$ cat config.mk
export PLATFORM = sky130hd
export DESIGN_NAME = uart_frame_assembler
export DESIGN_NICKNAME = d
export VERILOG_FILES = /design/src/rtl/uart_frame_assembler.sv
export SDC_FILE = /design/constraint.sdc
export NUM_CORES = 1
export LEC_CHECK = 0
export ABC_AREA = 1
export ABC_CLOCK_PERIOD_IN_PS = 4390
export CAP_MARGIN = 0
export CORE_ASPECT_RATIO = 1.5
export CORE_MARGIN = 2
export CORE_UTILIZATION = 50
export CTS_CLUSTER_SIZE = 8
export DETAILED_ROUTE_END_ITERATION = 8
export PLACE_DENSITY = 0.76
export SYNTH_ARGS = -nofsm -noshare
export SYNTH_HDL_FRONTEND = slang
export SYNTH_SLANG_ARGS = --single-unit
$ cat constraint.sdc
create_clock -name sys_clk -period 4.39 [get_ports sys_clk]
set_input_delay 0.6585 -clock sys_clk [delete_from_list [all_inputs] [get_ports sys_clk]]
set_output_delay 0.6585 -clock sys_clk [all_outputs]
set_load 0.02 [all_outputs]
$ cat src/rtl/uart_frame_assembler.sv
// Packs NUM_BYTES received UART bytes into one frame word, with an inter-byte timeout,
// a one-deep valid/ready output holding register and sticky timeout/overrun flags.
module uart_frame_assembler #(
    parameter int NUM_BYTES   = 8,
    parameter int LSB_FIRST   = 1,
    parameter int TIMEOUT_CYC = 208340
) (
    input  logic                             sys_clk,
    input  logic                             sys_rst,
    input  logic                             byte_valid,
    input  logic [7:0]                       byte_data,
    input  logic                             frame_ready,
    input  logic                             clear_err,
    output logic                             frame_valid,
    output logic [NUM_BYTES*8-1:0]           frame_data,
    output logic [$clog2(NUM_BYTES+1)-1:0]   byte_cnt,
    output logic                             busy,
    output logic                             timeout_err,
    output logic                             overrun_err
);

    localparam int FW    = NUM_BYTES * 8;
    localparam int CNT_W = $clog2(NUM_BYTES + 1);
    localparam int TMO_W = (TIMEOUT_CYC < 1) ? 1 : $clog2(TIMEOUT_CYC + 1);
    localparam logic [TMO_W-1:0] TMO_LAST = TMO_W'((TIMEOUT_CYC == 0) ? 0 : TIMEOUT_CYC - 1);
    localparam logic [CNT_W-1:0] CNT_LAST = CNT_W'(NUM_BYTES - 1);

    typedef enum logic {
        IDLE    = 1'b0,
        COLLECT = 1'b1
    } state_t;

    state_t           state_q, state_d;
    logic [CNT_W-1:0] cnt_q, cnt_d;
    logic [TMO_W-1:0] tmo_q, tmo_d;
    logic [FW-1:0]    asm_q, asm_d, asm_placed;
    logic [FW-1:0]    frame_q, frame_d;
    logic             fv_q, fv_d;
    logic             terr_q, terr_d;
    logic             oerr_q, oerr_d;

    logic last_byte, complete, tmo_hit, take, overrun_set;
    int   slot_idx;

    assign last_byte   = (cnt_q == CNT_LAST);
    assign complete    = byte_valid && last_byte;
    assign tmo_hit     = (TIMEOUT_CYC != 0) && (state_q == COLLECT) && !byte_valid
                         && (tmo_q == TMO_LAST);
    assign take        = fv_q && frame_ready;
    assign overrun_set = complete && fv_q && !take;
    assign slot_idx    = (LSB_FIRST != 0) ? int'(cnt_q) : (NUM_BYTES - 1 - int'(cnt_q));

    // Assembly word with the incoming byte merged in; also the value loaded on completion.
    always_comb begin
        asm_placed = asm_q;
        for (int i = 0; i < NUM_BYTES; i++) begin
            if (i == slot_idx) begin
                asm_placed[i*8 +: 8] = byte_data;
            end
        end
    end

    always_ff @(posedge sys_clk or posedge sys_rst) begin
        if (sys_rst) begin
            state_q <= IDLE;
        end else begin
            state_q <= state_d;
        end
    end

    always_comb begin
        state_d = state_q;
        case (state_q)
            IDLE: begin
                if (byte_valid && !last_byte) begin
                    state_d = COLLECT;
                end
            end
            COLLECT: begin
                if (byte_valid) begin
                    if (last_byte) begin
                        state_d = IDLE;
                    end
                end else if (tmo_hit) begin
                    state_d = IDLE;
                end
            end
            default: state_d = IDLE;
        endcase
    end

    always_comb begin
        busy        = (state_q == COLLECT);
        frame_valid = fv_q;
        frame_data  = frame_q;
        byte_cnt    = cnt_q;
        timeout_err = terr_q;
        overrun_err = oerr_q;
    end

    always_ff @(posedge sys_clk or posedge sys_rst) begin
        if (sys_rst) begin
            cnt_q   <= '0;
            tmo_q   <= '0;
            asm_q   <= '0;
            frame_q <= '0;
            fv_q    <= 1'b0;
            terr_q  <= 1'b0;
            oerr_q  <= 1'b0;
        end else begin
            cnt_q   <= cnt_d;
            tmo_q   <= tmo_d;
            asm_q   <= asm_d;
            frame_q <= frame_d;
            fv_q    <= fv_d;
            terr_q  <= terr_d;
            oerr_q  <= oerr_d;
        end
    end

    always_comb begin
        cnt_d   = cnt_q;
        tmo_d   = tmo_q;
        asm_d   = asm_q;
        fv_d    = fv_q;
        frame_d = frame_q;

        // A byte on the expiry cycle takes priority over the timeout.
        if (byte_valid) begin
            tmo_d = '0;
            if (last_byte) begin
                cnt_d = '0;
                asm_d = '0;
            end else begin
                cnt_d = cnt_q + CNT_W'(1);
                asm_d = asm_placed;
            end
        end else if (tmo_hit) begin
            cnt_d = '0;
            asm_d = '0;
            tmo_d = '0;
        end else if ((state_q == COLLECT) && (TIMEOUT_CYC != 0)) begin
            tmo_d = tmo_q + TMO_W'(1);
        end

        if (take) begin
            fv_d = 1'b0;
        end
        if (complete && (!fv_q || take)) begin
            fv_d    = 1'b1;
            frame_d = asm_placed;
        end

        // Set events win over a simultaneous clear.
        terr_d = tmo_hit | (terr_q & ~clear_err);
        oerr_d = overrun_set | (oerr_q & ~clear_err);
    end

endmodule
==> run summary <==
Sum of negative setup slack: 0 ns
Hold Startpoint: frame_data[19]
First-pass GRT wire length: 26.8 mm
Sequential area share after synthesis: 54.4%
Post-route DRC: 0
Share of layout cells above drive strength 1: 5.08%
RSZ-0062 raised after global routing: false
Largest net degree at the start of global routing: 147
Net Count, Synth: 885
Via count: 5,768
Routed wire per std cell: 14.9 um
Cell area after synthesis: 6720 um2
IO buf count: 84
Startpoint Class: flip-flop
Tcrit/Tclk final: 60.0%
Final HPWL DP: 10.4 mm
Clock transition at path regs: 0.06 ns
Fmax: 379 MHz
Core ar.: 13,100 um2
Worst path max stage delay: 0.54 ns
Simple-Gate Fraction of Synth Area: 31.6%
Main combinational cell family by area after synthesis: simple AND/OR/NAND/NOR gates
Core Rows: 51
Gr ovfl total: 0
Initial DRC count: 433
Initial antenna violation count: 0
P&R area growth vs syn: 22.7%
Post-CTS setup buffer count: 0
Vias in the first global route: 5,441
Post-route non-filler standard cell count: 1,104
Number of I/O pins: 85
Slew @ Worst Pin: 0.974 ns
CTS tree: yes
Synth warn: 0
Mean Syn Cell Area: 7.76 um2
Netlist cell types: 25
Most frequent CP cell: nand2_1
WHS: 0.469 ns
Max Fanout on Critical Path: 56
Worst EP required: 4.69 ns
GRT Util Overall: 23.1%
Initial Util: 51.4%
Clock Latency Late Sink: 0.42 ns
CTS root buffer: clkbuf_16
Maxcap violations: 0
Final wirelength: 16.5 mm
CTS H-tree lvls: 4
# nets final: 952
Critical path class: flip-flop to flip-flop
Placed Area: 7650 um2
Clk sinks: 146
Mux share of post-synthesis cell area: 0%
Hold Path Depth: 2
DIE HEIGHT: 146 um
Antenna viol nets, final: 0
FF+latch count, synth: 146
Vias per std cell: 5.22
Critical Path Slowest Stage Cell: inv_2
Launching point of the worst reg2reg path: byte_cnt[1]
WHS Endpoint: frame_data[19]
Antenna Cells: 0
Setup Skew: 0.00794 ns
Final Hold Viols: 0
Syn Inst Count: 866
Setup Viol. Count Final: 0
Critical path cell sequence: ha_1, nand2_1, nor2_2, nand2_1, nor2_4, inv_2, nand2_1, nand2_1
Finished Cell Area: 8250 um2
Leak pwr: 4.16 nW
Die W: 98.7 um
Placer congestion estimate: 0.880
Arr. time, crit path: 2.93 ns
HP Class: flip-flop to flip-flop
Drt pass-1 iters: 5
Die Area: 14,400 um2
Synth Area in XOR/XNOR: 1.04%
Reg2reg end: frame_data[11]
Flop2flop setup slack: 1.75 ns
Slew Limit Fails: 0
Peak supply drop: 0.000312 V
Tot Pwr: 5.39 mW
Clock buffer depth: 2
Post-synthesis compound-gate area fraction: 6.57%
Final worst path period need: 2.64 ns
FF-to-FF path depth: 8
Post-CTS Hold Buffers: 0
Crit path capture type: flip-flop
CTS buffer count: 17
PwrDens: 654 nW/um2
Slew headroom: 35.0%
Status: finished, final reports clean
Placed cell count: 1,073
Synth Area in Adders: 1.12%
Cts repair resizes: 0
worst max path at each step:
stage / from / endpoint / slack, ns / cells after the start
2_1_floorplan: sys_rst / asm_q[0] / 1.90 / 1
3_3_place_gp: byte_valid / frame_data[48] / 1.60 / 6
3_5_place_dp: byte_valid / frame_data[9] / 1.52 / 6
4_1_cts: byte_cnt[0] / frame_data[9] / 1.77 / 8
5_1_grt: byte_cnt[1] / frame_data[27] / 1.53 / 8
6_report: byte_cnt[1] / frame_data[11] / 1.75 / 8
critical path, delay by kind of cell, from the launching register on:
family        cells  cell delay [ns]
fa+ha+maj         1             0.23
buf+inv           1             0.54
flops             1             0.47
simple gates      6             1.27
power by group:
group          switching, mW  total, mW  internal [mW]
combinational           1.08       1.84          0.766
sequential             0.281       2.09           1.81
clock                  0.539       1.46          0.917
registers in the layout, indices dropped and copies added, names as in the netlist:
register     flops
tmo_q           18
overrun_err      1
frame_data      64
busy             1
frame_valid      1
asm_q           56
byte_cnt         4
timeout_err      1
layer usage:
metal	GRT usage (%)	vias to the layer above	wire length (um)	part of all wire, %
met1	29.9	2687	6930	42
li1	-	2853	-	-
met3	4.32	38	811	4.9
met4	10.5	0	608	3.7
met5	0	-	0	0
met2	37.6	190	8110	49
layout make-up:
type | instances | area (um2)
clock buffer | 21 | 460
clock inverter | 10 | 134
fill | 1099 | 4830
inverter | 44 | 169
multi-input combinational | 632 | 2720
sequential | 146 | 3650
tap | 159 | 199
timing repair buffer | 92 | 913
cells by family after synthesis:
kind of cell	count (synthesis)
and+or+nand+nor	531
DFF	146
buffers and inverters	88
AOI/OAI and AO/OA	87
xor gates and xnor gates	8
adders and majority gates	6
stage by stage:
| stage | setup WS [ns] | utilization (%) |
|---|---|---|
| finish | 1.75 | 63.0 |
| global route | 1.53 | 63.0 |
| CTS | 1.77 | 63.0 |
| detailed placement | 1.52 | 58.5 |
| global placement | 1.60 | 58.5 |
| floorplan | 1.90 | - |
cells in the mapped netlist:
library cell,count,area (um2)
nor2_2,1,6.26
and3_1,1,6.26
nand3_1,75,375
or2_2,2,12.5
ha_1,6,75.1
nor3_2,1,10.0
nor2_1,37,139
inv_2,2,7.51
nand2_1,408,1530
o21bai_1,2,15.0
nor2_4,1,11.3
buf_2,18,90.1
xor2_1,6,52.6
buf_1,7,26.3
dfrtp_1,146,3650
buf_6,1,11.3
o21ai_1,3,15.0
clkbuf_1,18,67.6
nor3_1,3,15.0
xnor2_1,2,17.5
o21ai_0,81,405
inv_1,42,158
nand2_2,1,6.26
nor3b_1,1,7.51
o22ai_1,1,6.26
placed cells by master, fill, tap and decap left out, types with 2 or more instances in the layout:
cell,n
nand2_1,407
dfrtp_1,146
clkdlybuf4s50_1,84
o21ai_0,81
nand3_1,75
inv_1,41
nor2_1,36
clkbuf_16,17
buf_4,7
xor2_1,6
ha_1,6
clkinv_2,4
o21ai_1,3
clkinvlp_4,3
nor3_1,3
bufinv_16,3
nor2_4,2
inv_2,2
nand2_2,2
o21bai_1,2
or2_2,2
xnor2_1,2
clkbuf_8,2
clkbuf_1,2
(Power assumes the default switching activity.)
